$ cat config.mk
export PLATFORM = sky130hd
export DESIGN_NAME = register_file_flat
export DESIGN_NICKNAME = d
export VERILOG_FILES = /design/src/rtl/gpu_pkg.sv /design/src/rtl/register_file_if.sv /design/src/rtl/reg_wb_mux.sv /design/src/rtl/register_file.sv /design/src/flat_wrapper.sv
export SDC_FILE = /design/constraint.sdc
export NUM_CORES = 1
export LEC_CHECK = 0
export CAP_MARGIN = 5
export CORE_UTILIZATION = 60
export CTS_BUF_LIST = sky130_fd_sc_hd__clkbuf_4
export CTS_CLUSTER_SIZE = 14
export DETAILED_ROUTE_END_ITERATION = 6
export PLACE_DENSITY = 0.83
export REMOVE_ABC_BUFFERS = 1
export SLEW_MARGIN = 10
export SYNTH_ARGS = -nofsm -noshare
export SYNTH_HDL_FRONTEND = slang
export SYNTH_SLANG_ARGS = --single-unit
export TNS_END_PERCENT = 30
$ cat constraint.sdc
create_clock -name clock -period 2.5 [get_ports clock]
set_input_delay 0.5 -clock clock [delete_from_list [all_inputs] [get_ports clock]]
set_output_delay 0.5 -clock clock [all_outputs]
set_load 0.02 [all_outputs]
$ cat src/rtl/gpu_pkg.sv
// Shared GPU core definitions: core state encodings, write-back source codes
// and the special register indices used by each thread lane.
package gpu_pkg;

  typedef enum logic [2:0] {
    CORE_IDLE    = 3'b000,
    CORE_FETCH   = 3'b001,
    CORE_DECODE  = 3'b010,
    CORE_REQUEST = 3'b011,
    CORE_WAIT    = 3'b100,
    CORE_EXECUTE = 3'b101,
    CORE_UPDATE  = 3'b110,
    CORE_DONE    = 3'b111
  } core_state_t;

  localparam logic [1:0] REG_SRC_ALU = 2'b00;
  localparam logic [1:0] REG_SRC_LSU = 2'b01;
  localparam logic [1:0] REG_SRC_IMM = 2'b10;

  localparam logic [3:0] NUM_GPR        = 4'd13;
  localparam logic [3:0] REG_BLOCK_IDX  = 4'd13;
  localparam logic [3:0] REG_BLOCK_DIM  = 4'd14;
  localparam logic [3:0] REG_THREAD_IDX = 4'd15;

endpackage

$ cat src/rtl/register_file_if.sv
// Decoder/ALU/LSU-facing bus of one thread's register file; the master side
// drives the decoded instruction fields and results, the slave returns operands.
interface register_file_if #(
  parameter int DATA_BITS = 8
);
  import gpu_pkg::*;

  logic                 enable;
  logic [7:0]           block_id;
  core_state_t          core_state;
  logic [3:0]           decoded_rd;
  logic [3:0]           decoded_rs;
  logic [3:0]           decoded_rt;
  logic                 decoded_reg_write_enable;
  logic [1:0]           decoded_reg_input_mux;
  logic [DATA_BITS-1:0] decoded_immediate;
  logic [DATA_BITS-1:0] alu_out;
  logic [DATA_BITS-1:0] lsu_out;
  logic [DATA_BITS-1:0] rs_out;
  logic [DATA_BITS-1:0] rt_out;

  modport master (
    output enable, block_id, core_state,
    output decoded_rd, decoded_rs, decoded_rt,
    output decoded_reg_write_enable, decoded_reg_input_mux, decoded_immediate,
    output alu_out, lsu_out,
    input  rs_out, rt_out
  );

  modport slave (
    input  enable, block_id, core_state,
    input  decoded_rd, decoded_rs, decoded_rt,
    input  decoded_reg_write_enable, decoded_reg_input_mux, decoded_immediate,
    input  alu_out, lsu_out,
    output rs_out, rt_out
  );

endinterface

$ cat src/rtl/reg_wb_mux.sv
// Combinational write-back select: picks ALU, LSU or immediate data and flags
// whether the write may land (never for the reserved code or special registers).
module reg_wb_mux
  import gpu_pkg::*;
#(
  parameter int DATA_BITS = 8
) (
  input  logic                 reg_write_enable,
  input  logic [1:0]           reg_input_mux,
  input  logic [3:0]           rd,
  input  logic [DATA_BITS-1:0] alu_out,
  input  logic [DATA_BITS-1:0] lsu_out,
  input  logic [DATA_BITS-1:0] immediate,
  output logic [DATA_BITS-1:0] wb_data,
  output logic                 wb_valid
);

  logic src_valid;

  always_comb begin
    wb_data   = '0;
    src_valid = 1'b0;
    case (reg_input_mux)
      REG_SRC_ALU: begin
        wb_data   = alu_out;
        src_valid = 1'b1;
      end
      REG_SRC_LSU: begin
        wb_data   = lsu_out;
        src_valid = 1'b1;
      end
      REG_SRC_IMM: begin
        wb_data   = immediate;
        src_valid = 1'b1;
      end
      default: begin
        wb_data   = '0;
        src_valid = 1'b0;
      end
    endcase
  end

  assign wb_valid = reg_write_enable && src_valid && (rd < NUM_GPR);

endmodule

$ cat src/rtl/register_file.sv
// Per-thread register file: 13 general registers plus block index, block
// dimension and thread index specials; operands latched in REQUEST, written in UPDATE.
module register_file
  import gpu_pkg::*;
#(
  parameter int THREADS_PER_BLOCK = 4,
  parameter int THREAD_ID         = 0,
  parameter int DATA_BITS         = 8
) (
  input logic            clock,
  input logic            reset_n,
  register_file_if.slave rf
);

  logic [DATA_BITS-1:0] gpr [13];
  logic [DATA_BITS-1:0] block_reg;
  logic [DATA_BITS-1:0] rs_q;
  logic [DATA_BITS-1:0] rt_q;
  logic [DATA_BITS-1:0] view [16];
  logic [DATA_BITS-1:0] wb_data;
  logic                 wb_valid;

  reg_wb_mux #(.DATA_BITS(DATA_BITS)) u_wb_mux (
    .reg_write_enable (rf.decoded_reg_write_enable),
    .reg_input_mux    (rf.decoded_reg_input_mux),
    .rd               (rf.decoded_rd),
    .alu_out          (rf.alu_out),
    .lsu_out          (rf.lsu_out),
    .immediate        (rf.decoded_immediate),
    .wb_data          (wb_data),
    .wb_valid         (wb_valid)
  );

  // Flat 16-entry read view; R14/R15 are constants so they cost no flops.
  always_comb begin
    for (int i = 0; i < 16; i++) view[i] = '0;
    for (int i = 0; i < int'(NUM_GPR); i++) view[i] = gpr[i];
    view[REG_BLOCK_IDX]  = block_reg;
    view[REG_BLOCK_DIM]  = DATA_BITS'(THREADS_PER_BLOCK);
    view[REG_THREAD_IDX] = DATA_BITS'(THREAD_ID);
  end

  always_ff @(posedge clock or negedge reset_n) begin
    if (!reset_n) begin
      for (int i = 0; i < int'(NUM_GPR); i++) gpr[i] <= '0;
      block_reg <= '0;
      rs_q      <= '0;
      rt_q      <= '0;
    end else if (rf.enable) begin
      block_reg <= DATA_BITS'(rf.block_id);
      if (rf.core_state == CORE_REQUEST) begin
        rs_q <= view[rf.decoded_rs];
        rt_q <= view[rf.decoded_rt];
      end
      if (rf.core_state == CORE_UPDATE && wb_valid) begin
        for (int i = 0; i < int'(NUM_GPR); i++) begin
          if (rf.decoded_rd == 4'(i)) gpr[i] <= wb_data;
        end
      end
    end
  end

  assign rf.rs_out = rs_q;
  assign rf.rt_out = rt_q;

endmodule

$ cat src/flat_wrapper.sv
// flat-port wrapper written by rule: the top's interface ports become plain ports
module register_file_flat import gpu_pkg::*;
#(
  parameter int THREADS_PER_BLOCK = 4,
  parameter int THREAD_ID         = 0,
  parameter int DATA_BITS         = 8
)
  (clock, reset_n, rf_enable, rf_block_id, rf_core_state, rf_decoded_rd, rf_decoded_rs, rf_decoded_rt, rf_decoded_reg_write_enable, rf_decoded_reg_input_mux, rf_decoded_immediate, rf_alu_out, rf_lsu_out, rf_rs_out, rf_rt_out);
  register_file_if #(.DATA_BITS(DATA_BITS)) rf_i ();
  input logic clock;
  input logic reset_n;
  input wire logic [$bits(rf_i.enable)-1:0] rf_enable;
  input wire logic [$bits(rf_i.block_id)-1:0] rf_block_id;
  input wire logic [$bits(rf_i.core_state)-1:0] rf_core_state;
  input wire logic [$bits(rf_i.decoded_rd)-1:0] rf_decoded_rd;
  input wire logic [$bits(rf_i.decoded_rs)-1:0] rf_decoded_rs;
  input wire logic [$bits(rf_i.decoded_rt)-1:0] rf_decoded_rt;
  input wire logic [$bits(rf_i.decoded_reg_write_enable)-1:0] rf_decoded_reg_write_enable;
  input wire logic [$bits(rf_i.decoded_reg_input_mux)-1:0] rf_decoded_reg_input_mux;
  input wire logic [$bits(rf_i.decoded_immediate)-1:0] rf_decoded_immediate;
  input wire logic [$bits(rf_i.alu_out)-1:0] rf_alu_out;
  input wire logic [$bits(rf_i.lsu_out)-1:0] rf_lsu_out;
  output wire logic [$bits(rf_i.rs_out)-1:0] rf_rs_out;
  output wire logic [$bits(rf_i.rt_out)-1:0] rf_rt_out;
  assign rf_i.enable = rf_enable;
  assign rf_i.block_id = rf_block_id;
  assign rf_i.core_state = rf_core_state;
  assign rf_i.decoded_rd = rf_decoded_rd;
  assign rf_i.decoded_rs = rf_decoded_rs;
  assign rf_i.decoded_rt = rf_decoded_rt;
  assign rf_i.decoded_reg_write_enable = rf_decoded_reg_write_enable;
  assign rf_i.decoded_reg_input_mux = rf_decoded_reg_input_mux;
  assign rf_i.decoded_immediate = rf_decoded_immediate;
  assign rf_i.alu_out = rf_alu_out;
  assign rf_i.lsu_out = rf_lsu_out;
  assign rf_rs_out = rf_i.rs_out;
  assign rf_rt_out = rf_i.rt_out;
  register_file #(.THREADS_PER_BLOCK(THREADS_PER_BLOCK), .THREAD_ID(THREAD_ID), .DATA_BITS(DATA_BITS)) u_core (.clock(clock), .reset_n(reset_n), .rf(rf_i));
endmodule
**Word-level counts from Yosys, hierarchy flattened**

Index checks and enable logic that the tools add are counted.

- Bits in registers: 128
- Bits of input ports: 53
- Output and inout bits: 16
- Word-level logic and storage cells: 65

- $lt $le $gt $ge: 3
- Eq/ne operators: 16
- Muxes and demuxes: 8
- Bitwise operators: 2
- Reduce and logical (&&, ||, !) cells: 20

Operator list:

| operator | number |
|---|---|
| 8-bit binary-select mux with 4-bit select | 2 |
| 3-bit AND reduction | 13 |
| 8-bit 2-to-1 mux | 4 |
| 8-bit case mux with 3 select lines | 1 |
| 4-bit == test (second input constant) | 5 |
| 4-bit by 3-bit == test with 1-bit output (second input constant) | 4 |
| 5-bit greater-or-equal comparator (second input constant) | 2 |
| 4-bit inverter with 5-bit output | 2 |
| 4-bit by 2-bit == test with 1-bit output (second input constant) | 2 |
| 4-bit by 1-bit == test with 1-bit output (second input constant) | 1 |
| 4-bit zero test | 1 |
| 4-bit < comparator (second input constant) | 1 |
| 3-bit by 2-bit == test with 1-bit output (second input constant) | 1 |
| 3-bit == test (second input constant) | 1 |
| 1-bit logical AND | 3 |
| 3-bit OR reduction | 1 |
| 2-bit by 1-bit == test with 1-bit output (second input constant) | 1 |
| 2-bit == test (second input constant) | 1 |
| 2-bit zero test | 1 |
| 2-bit AND reduction | 1 |
| 1-bit 2-to-1 mux | 1 |

**Longest topological paths before layout**

Gate-level depths: netlist of run 1.

- Depth in word-level cells: 7
- Gate-level depth with buffers: 7
- Depth with buffers taken out: 4

**Cells and area by module**

Synthesis of run 1 repeated with hierarchy kept, for this count alone.

- Cells, all modules: 483
- Area total of the unflattened synthesis: 6990.5 µm²

By module, submodules not included:

| module | times used | cells an instance | area an instance (µm²) | sequential area each (µm²) |
|---|---|---|---|---|
| register_file | 1 | 460 | 6771.5 | 3203.1 |
| reg_wb_mux | 1 | 23 | 219.0 | 0.0 |

**Least setup slack after synthesis of run 1**

OpenSTA, ideal clock, no wires.

- Path type: input to register
- Start point: in rf_decoded_rs[0]
- End point: reg u_core.rs_q[2], in the netlist u_core.rf.rs_out[2]
- Library setup time: 124 ps
- Data arrival time: 1911 ps
- Data required time: 2376 ps
- Path slack: 465 ps
- Cell stages on the path: 6
- Path buffers: 3
- Cell sequence: buf_2 -> buf_4 -> buf_2 -> mux4_2 -> o2111ai_1 -> nand2_1

- Cells in the longest elaborated chain, start to end: 4

RTL lines:

| item | line | text |
|---|---|---|
| start: declaration | flat_wrapper.sv:16 | `input wire logic [$bits(rf_i.decoded_rs)-1:0] rf_decoded_rs;` |
| 4-bit inverter with 5-bit output (not written as such) | register_file.sv:52 | `rs_q <= view[rf.decoded_rs];` |
| 8-bit binary-select mux with 4-bit select | register_file.sv:52 |  |
| 8-bit 2-to-1 mux (not written as such) (2 in series) | register_file.sv:52 |  |
| end signal: assignment | register_file.sv:52 |  |
| end: declaration | register_file.sv:17 | `logic [DATA_BITS-1:0] rs_q;` |

No other way between the ends. The select of a mux whose other input is x is not followed.
A chain may end at the register's enable or synchronous reset.

**Worst setup path in the final report of run 1**

- Start point: reg u_core.rs_q[4], in the netlist u_core.rf.rs_out[4]
- End point: out rf_rs_out[4]

RTL lines:

| item | line | text |
|---|---|---|
| end: declaration | flat_wrapper.sv:23 | `output wire logic [$bits(rf_i.rs_out)-1:0] rf_rs_out;` |

No word-level cell between the ends.

==> results of run 1 <==
[power breakdown]
part           switching [uW]  leakage [uW]  internal [uW]  total, uW
registers                 117       0.00172           2210       2330
logic                     448       0.00169            442        889
clock network             731      0.000144            628       1360
[kinds of logic after synthesis]
logic type,synth area share [%]
simple gates,12.9
buf+inv,4.25
compound gates,13.7
flops,46.1
mux,23.2
[stage by stage]
stage / cells / utilization (%) / total power, uW
3_3_place_gp: 806 / 72.0 / 3200
2_1_floorplan: 547 / - / 2750
3_5_place_dp: 806 / 72.0 / 3250
5_1_grt: 838 / 74.4 / 4750
4_1_cts: 838 / 74.4 / 4590
6_report: 838 / 74.4 / 4580
[cell usage after synthesis, types with 6 or more instances]
library cell / instances / area, um^2
dfrtp_1: 128 / 3200
a21oi_1: 69 / 345
nor2_1: 61 / 229
nand2_1: 49 / 184
mux4_2: 46 / 1040
mux2i_1: 39 / 390
buf_2: 31 / 155
o21ai_0: 31 / 155
o21ai_2: 28 / 245
clkbuf_1: 14 / 52.6
nor2b_1: 14 / 87.6
o211ai_1: 13 / 97.6
o22ai_1: 13 / 81.3
nand2_2: 11 / 68.8
mux2_2: 9 / 101
nor4_4: 6 / 128
[layout make-up]
cell class                 count  area share, %
timing repair buffer         120           13.9
tap                          140           2.13
clock inverter                 9           1.12
clock buffer                  22           2.00
sequential                   128           38.9
multi-input combinational    419           41.9
[cells in the final DEF, fill, tap and decap left out, drive strengths merged]
| cell | n |
|---|---|
| o221ai | 1 |
| nand4 | 2 |
| mux2i | 39 |
| clkinvlp | 1 |
| and4b | 2 |
| or4b | 4 |
| nand2b | 4 |
| nor4 | 6 |
| a22oi | 1 |
| clkdlybuf4s50 | 65 |
| dfrtp | 128 |
| and2 | 1 |
| nand3b | 5 |
| bufinv | 2 |
| o21ai | 59 |
| mux2 | 11 |
| nand2 | 60 |
| a21oi | 69 |
| clkbuf | 22 |
| nor2 | 61 |
| o211ai | 13 |
| clkinv | 6 |
| nand4b | 3 |
| dlygate4sd3 | 1 |
| buf | 54 |
| o22ai | 13 |
| mux4 | 48 |
| nor2b | 14 |
| nor3b | 1 |
| and3 | 1 |
| o2111ai | 1 |
[metal layers]
layer | vias to the layer above | global-route usage (%)
li1 | 2393 | -
met1 | 2783 | 40.4
met2 | 342 | 55.1
met3 | 60 | 6.40
met4 | 0 | 16.2
met5 | - | 0
[worst paths after layout]
kind | cells past startpoint | slack [ns] | from | end
max in group asynchronous | 3 | 1.29 | reset_n | u_core.gpr[51]$_DFFE_PN0P_
worst max register to register | 3 | 0.71 | u_core.gpr[78]$_DFFE_PN0P_ | u_core.rf.rt_out[6]$_DFFE_PN0P_
worst max-delay path | 1 | 0.44 | u_core.rf.rs_out[4]$_DFFE_PN0P_ | rf_rs_out[4]
min in group asynchronous | 2 | 0.54 | reset_n | u_core.gpr[74]$_DFFE_PN0P_
worst min register to register | 2 | 0.52 | u_core.gpr[85]$_DFFE_PN0P_ | u_core.gpr[85]$_DFFE_PN0P_
worst min-delay path | 2 | 0.52 | u_core.gpr[85]$_DFFE_PN0P_ | u_core.gpr[85]$_DFFE_PN0P_
[tightest hold or removal path: cells and delay by family, from the launching register on]
kind | cells | cell delay [ns]
flops | 1 | 0.38
compound gates | 1 | 0.06
simple gates | 1 | 0.05
==> impl_metrics.prom, run 1 <==
# TYPE chip_impl_metric gauge
chip_impl_metric{name="worst_slack",unit="ns"} 0.436
chip_impl_metric{name="postCtsSetupBuffers",unit=""} 0
chip_impl_metric{name="dpl_worst_slack",unit="ns"} -0.0556
chip_impl_metric{name="antenna_found_initial",unit=""} 0
chip_impl_metric{name="ios",unit=""} 69
chip_impl_metric{name="length_of_the_first_detailed_routing_pass_in_iterations",unit=""} 5
chip_impl_metric{name="critical_path_required",unit="ns"} 2.00
chip_impl_metric{name="synthArstFlopShare",unit="%"} 100
chip_impl_metric{name="tightestPinTransition",unit="ns"} 0.620
chip_impl_metric{name="met2_wl",unit="mm"} 9.15
chip_impl_metric{name="irDropWorstVdd",unit="V"} 0.000400
chip_impl_info{name="regMostFlops",value="u_core.gpr"} 1
chip_impl_metric{name="clk_pin_slew_worst_paths",unit="ns"} 0.11
chip_impl_metric{name="gpl.final_weighted_congestion",unit=""} 0.906
chip_impl_metric{name="overflow",unit=""} 0
chip_impl_metric{name="insertion_delay",unit="ns"} 0.52
chip_impl_metric{name="nFillCells",unit=""} 714
chip_impl_metric{name="antenna_violating_nets_post_route",unit=""} 0
chip_impl_metric{name="drive_gt1_share",unit="%"} 26.6
chip_impl_metric{name="routed_via_density",unit=""} 6.66
chip_impl_metric{name="avgRoutedWirePerCell",unit="um"} 21.6
chip_impl_info{name="status",value="completed"} 1
chip_impl_metric{name="finalMaxSlewViolations",unit=""} 0
chip_impl_info{name="kind_of_end_point_of_the_critical_path",value="output pin"} 1
chip_impl_metric{name="max_cap_viol_count",unit=""} 0
chip_impl_metric{name="placement.cell_area",unit="um^2"} 7970
chip_impl_metric{name="max_stage_delay",unit="ns"} 0.63
chip_impl_info{name="critPathKind",value="reg2out"} 1
chip_impl_metric{name="clkSinkCount",unit=""} 128
chip_impl_metric{name="floorplan.die.width",unit="um"} 110
chip_impl_metric{name="timing.final.setup_violations",unit=""} 0
chip_impl_info{name="top_layer_used",value="met4"} 1
chip_impl_metric{name="floorplan.core_area",unit="um^2"} 11100
chip_impl_metric{name="path_max_fanout",unit=""} 2
chip_impl_metric{name="final_net_count",unit=""} 739
chip_impl_info{name="path_cells",value="clkdlybuf4s50_1"} 1
chip_impl_metric{name="cts-hold-fix-buffers",unit=""} 1
chip_impl_metric{name="drt_iter0_drc",unit=""} 535
chip_impl_metric{name="layout.cell_area.non_filler",unit="um^2"} 8240
chip_impl_metric{name="die_area",unit="um^2"} 12000
chip_impl_metric{name="post-dp-hpwl",unit="mm"} 13.1
chip_impl_metric{name="skew",unit="ns"} 0.0162
chip_impl_info{name="critPathSlowestCell",value="clkdlybuf4s50_1"} 1
chip_impl_metric{name="total_leakage_power",unit="uW"} 0.00355
chip_impl_metric{name="final_min_period_over_clock_period",unit="%"} 82.5
chip_impl_metric{name="synth.lib_cells_used.distinct",unit=""} 35
chip_impl_info{name="tritoncts_clock_tree",value="done"} 1
chip_impl_metric{name="cts_buffers",unit=""} 17
chip_impl_metric{name="fmax",unit="MHz"} 485
chip_impl_metric{name="mean_instance_size_in_the_synthesized_netlist",unit="um^2"} 11.6
chip_impl_info{name="clock_tree.root_cell",value="clkbuf_4"} 1
chip_impl_metric{name="placement_rows",unit=""} 38
chip_impl_metric{name="buffer_ports.inserted",unit=""} 68
chip_impl_metric{name="synthesis.yosys.warnings",unit=""} 0
chip_impl_metric{name="initial_utilization",unit="%"} 62.8
chip_impl_info{name="rsz0062_at_grt",value="false"} 1
chip_impl_metric{name="grt_start_max_net_pins",unit=""} 49
chip_impl_metric{name="grt_first_pass_wirelength",unit="mm"} 28.7
chip_impl_metric{name="grt_pass1_vias",unit=""} 5687
chip_impl_metric{name="slew-limit-headroom",unit="%"} 58.7
chip_impl_metric{name="synth_cells",unit=""} 600
chip_impl_metric{name="syn-cell-area",unit="um^2"} 6950
chip_impl_metric{name="timing_hold_violations_final",unit=""} 0
chip_impl_metric{name="synth-seq-cells",unit=""} 128
chip_impl_metric{name="pwr_density_cell",unit="nW/um^2"} 556
chip_impl_metric{name="setup_total_negative_slack",unit="ns"} 0
chip_impl_metric{name="area_taken_by_multi_input_logic_gates",unit="um^2"} 3460
chip_impl_metric{name="diodes_inserted",unit=""} 0
chip_impl_info{name="ys_dominant_reg_cell",value="dfrtp_1"} 1
chip_impl_metric{name="hold_slack",unit="ns"} 0.517
chip_impl_metric{name="wirelength_met1",unit="mm"} 6.90
chip_impl_metric{name="clk_path_buf_depth",unit=""} 2
chip_impl_metric{name="route.met3.wl",unit="mm"} 1.47
chip_impl_metric{name="crit_arrival",unit="ns"} 1.56
chip_impl_info{name="path_delay_family",value="buffers and inverters"} 1
chip_impl_metric{name="dieHeight",unit="um"} 110
chip_impl_metric{name="grt_usage",unit="%"} 32.7
chip_impl_metric{name="largest_register_ffs",unit=""} 104
chip_impl_metric{name="synth_edf_count",unit=""} 0
chip_impl_metric{name="synth_seq_area_share",unit="%"} 46.1
chip_impl_metric{name="area.sequential",unit="um^2"} 3200
chip_impl_metric{name="totalWireLength",unit="mm"} 18.1
chip_impl_metric{name="final_period_minus_worst_setup_slack",unit="ns"} 2.06
chip_impl_metric{name="cp_num_buf_inv",unit=""} 1
chip_impl_metric{name="route.vias.total",unit=""} 5578
chip_impl_metric{name="syn_to_final_growth",unit="%"} 18.5
chip_impl_metric{name="drc",unit=""} 0
chip_impl_info{name="min_path_type",value="reg2reg"} 1
chip_impl_metric{name="cts_resized",unit=""} 0
chip_impl_metric{name="cts_htree_levels",unit=""} 4
chip_impl_info{name="start_kind",value="flip-flop"} 1
(Power assumes the default switching activity.)
==> run 2: changes to the inputs <==
- CORE_UTILIZATION: 60 -> 59
- PLACE_DENSITY: 0.83 -> 0.82
- clock period: 2.5 -> 2.1 ns (I/O delays scaled with it)
==> run 2 against run 1 <==
Setup slack worse by 0.29 ns. Combinational power is 21% higher. First-iteration DRC count is 9.0% higher. Clock power is 36% higher. Critical path depth stayed put. Register-to-register slack worse by 0.38 ns. Wire length is 1.7% higher. Total power is 24% higher. Sequential power is 19% higher. Non-clock buffer count is 16 higher. Critical endpoint is now rf_rt_out[2]. Highest routed layer unchanged.
==> impl_metrics.prom, run 2 (synthesis gave the netlist of run 1 again) <==
# TYPE chip_impl_metric gauge
chip_impl_metric{name="largest_register_ffs",unit=""} 104
chip_impl_metric{name="route.vias.total",unit=""} 5652
chip_impl_metric{name="irDropWorstVdd",unit="V"} 0.000663
chip_impl_metric{name="layout.cell_area.non_filler",unit="um^2"} 8490
chip_impl_metric{name="cts_resized",unit=""} 0
chip_impl_info{name="start_kind",value="flip-flop"} 1
chip_impl_metric{name="final_net_count",unit=""} 755
chip_impl_metric{name="ios",unit=""} 69
chip_impl_metric{name="clk_pin_slew_worst_paths",unit="ns"} 0.12
chip_impl_metric{name="length_of_the_first_detailed_routing_pass_in_iterations",unit=""} 5
chip_impl_metric{name="die_area",unit="um^2"} 12200
chip_impl_metric{name="grt_pass1_vias",unit=""} 5660
chip_impl_info{name="critPathSlowestCell",value="clkdlybuf4s50_1"} 1
chip_impl_metric{name="cts_htree_levels",unit=""} 4
chip_impl_metric{name="floorplan.die.width",unit="um"} 111
chip_impl_info{name="critical_path.reg2reg.startpoint",value="u_core.gpr[78]$_DFFE_PN0P_"} 1
chip_impl_metric{name="pwr_density_cell",unit="nW/um^2"} 671
chip_impl_info{name="kind_of_end_point_of_the_critical_path",value="output pin"} 1
chip_impl_metric{name="placement.cell_area",unit="um^2"} 8170
chip_impl_metric{name="finalMaxSlewViolations",unit=""} 0
chip_impl_metric{name="cts-hold-fix-buffers",unit=""} 1
chip_impl_metric{name="timing_hold_violations_final",unit=""} 0
chip_impl_metric{name="avgRoutedWirePerCell",unit="um"} 21.5
chip_impl_metric{name="diodes_inserted",unit=""} 0
chip_impl_metric{name="skew",unit="ns"} 0.0221
chip_impl_metric{name="buffer_ports.inserted",unit=""} 68
chip_impl_info{name="crit_path_start",value="u_core.rf.rt_out[2]$_DFFE_PN0P_"} 1
chip_impl_metric{name="hold_slack",unit="ns"} 0.348
chip_impl_info{name="status",value="completed"} 1
chip_impl_metric{name="grt_usage",unit="%"} 32.0
chip_impl_metric{name="placement_rows",unit=""} 39
chip_impl_info{name="path_cells",value="clkdlybuf4s50_1"} 1
chip_impl_info{name="path_delay_family",value="buffers and inverters"} 1
chip_impl_info{name="regMostFlops",value="u_core.gpr"} 1
chip_impl_metric{name="path_max_fanout",unit=""} 2
chip_impl_metric{name="gpl.final_weighted_congestion",unit=""} 0.916
chip_impl_metric{name="grt_start_max_net_pins",unit=""} 37
chip_impl_metric{name="fmax",unit="MHz"} 512
chip_impl_metric{name="grt_first_pass_wirelength",unit="mm"} 30.0
chip_impl_metric{name="crit_arrival",unit="ns"} 1.53
chip_impl_metric{name="dieHeight",unit="um"} 111
chip_impl_metric{name="totalWireLength",unit="mm"} 18.4
chip_impl_info{name="most_common_cell_after_layout_fill_and_taps_aside",value="dfrtp_1"} 1
chip_impl_metric{name="final_period_minus_worst_setup_slack",unit="ns"} 1.95
chip_impl_info{name="tritoncts_clock_tree",value="done"} 1
chip_impl_metric{name="timing.final.setup_violations",unit=""} 0
chip_impl_metric{name="syn_to_final_growth",unit="%"} 22.1
chip_impl_metric{name="critical_path_required",unit="ns"} 1.68
chip_impl_metric{name="postCtsSetupBuffers",unit=""} 0
chip_impl_metric{name="total_leakage_power",unit="uW"} 0.00367
chip_impl_metric{name="slew-limit-headroom",unit="%"} 66.0
chip_impl_metric{name="antenna_violating_nets_post_route",unit=""} 0
chip_impl_metric{name="insertion_delay",unit="ns"} 0.53
chip_impl_metric{name="drc",unit=""} 0
chip_impl_metric{name="initial_utilization",unit="%"} 60.6
chip_impl_metric{name="cp_num_buf_inv",unit=""} 1
chip_impl_info{name="min_path_type",value="in2async"} 1
chip_impl_metric{name="cts_buffers",unit=""} 17
chip_impl_metric{name="r2r_slack",unit="ns"} 0.33
chip_impl_info{name="layout.cells.most_common_list",value="dfrtp_1 (128), a21oi_1 (69), clkdlybuf4s50_1 (65)"} 1
chip_impl_metric{name="routed_via_density",unit=""} 6.59
chip_impl_metric{name="tightestPinTransition",unit="ns"} 0.508
chip_impl_metric{name="clk_path_buf_depth",unit=""} 2
chip_impl_info{name="critPathKind",value="reg2out"} 1
chip_impl_info{name="clock_tree.root_cell",value="clkbuf_4"} 1
chip_impl_metric{name="drt_iter0_drc",unit=""} 583
chip_impl_metric{name="post-layout-total-power",unit="uW"} 5700
chip_impl_metric{name="max_stage_delay",unit="ns"} 0.61
chip_impl_metric{name="dp_cells",unit=""} 825
chip_impl_metric{name="post-dp-hpwl",unit="mm"} 13.0
chip_impl_metric{name="floorplan.core_area",unit="um^2"} 11500
chip_impl_metric{name="final_cell_count_no_fill",unit=""} 858
chip_impl_info{name="rsz0062_at_grt",value="false"} 1
chip_impl_metric{name="max_cap_viol_count",unit=""} 0
chip_impl_metric{name="drive_gt1_share",unit="%"} 28.4
chip_impl_metric{name="clkSinkCount",unit=""} 128
chip_impl_metric{name="final_min_period_over_clock_period",unit="%"} 92.9
chip_impl_metric{name="antenna_found_initial",unit=""} 0
chip_impl_metric{name="overflow",unit=""} 0
## run 2: cell count changes in the layout (fill, tap and decap cells not counted)
cell	before	now
clkinvlp_4	1	2
buf_4	45	55
buf_12	7	13
clkbuf_4	22	19
bufinv_16	2	4
clkinv_4	0	1
## run 2: cell type report
class	count	area (um^2)
multi-input combinational	419	3460
sequential	128	3200
fill	728	2970
timing repair buffer	136	1340
tap	143	179
clock inverter	13	169
clock buffer	19	143
## run 2: final timing paths
check                                                   to  cells past startpoint
max                                           rf_rt_out[2]                      1
min                              u_core.gpr[5]$_DFFE_PN0P_                      2
max reg2reg                u_core.rf.rt_out[6]$_DFFE_PN0P_                      3
min reg2reg                     u_core.gpr[36]$_DFFE_PN0P_                      2
max in group asynchronous       u_core.gpr[23]$_DFFE_PN0P_                      3
min in group clock         u_core.block_reg[0]$_DFFE_PN0P_                      2
## run 2: through the flow
step           utilization (%)  TNS (ns)  setup slack (ns)
3_3_place_gp              71.3     -5.13            -0.347
4_1_cts                   74.1         0             0.125
3_5_place_dp              71.3    -10.76            -0.390
2_1_floorplan                -         0             0.136
5_1_grt                   74.1         0            0.0638
6_report                  74.1         0             0.149
## run 2: routing by layer
layer	track usage (%)	part of all wire [%]	vias to the layer above
li1	-	-	2419
met3	7.35	8.0	63
met2	50.7	50	351
met4	14.0	3.0	0
met5	0	0	-
met1	42.8	39	2819
## run 2: report_power, final
| part | internal [uW] | total [uW] | leakage (uW) | switching [uW] |
|---|---|---|---|---|
| registers | 2640 | 2770 | 0.00172 | 136 |
| clock network | 953 | 1850 | 0.000162 | 898 |
| logic | 540 | 1080 | 0.00178 | 537 |
| total | 4130 | 5700 | 0.00367 | 1570 |
==> run 3: changes to the inputs <==
- CAP_MARGIN: 5 -> 30
==> results of run 3 <==
The final DEF is identical to that of run 2; final timing and power are the same.
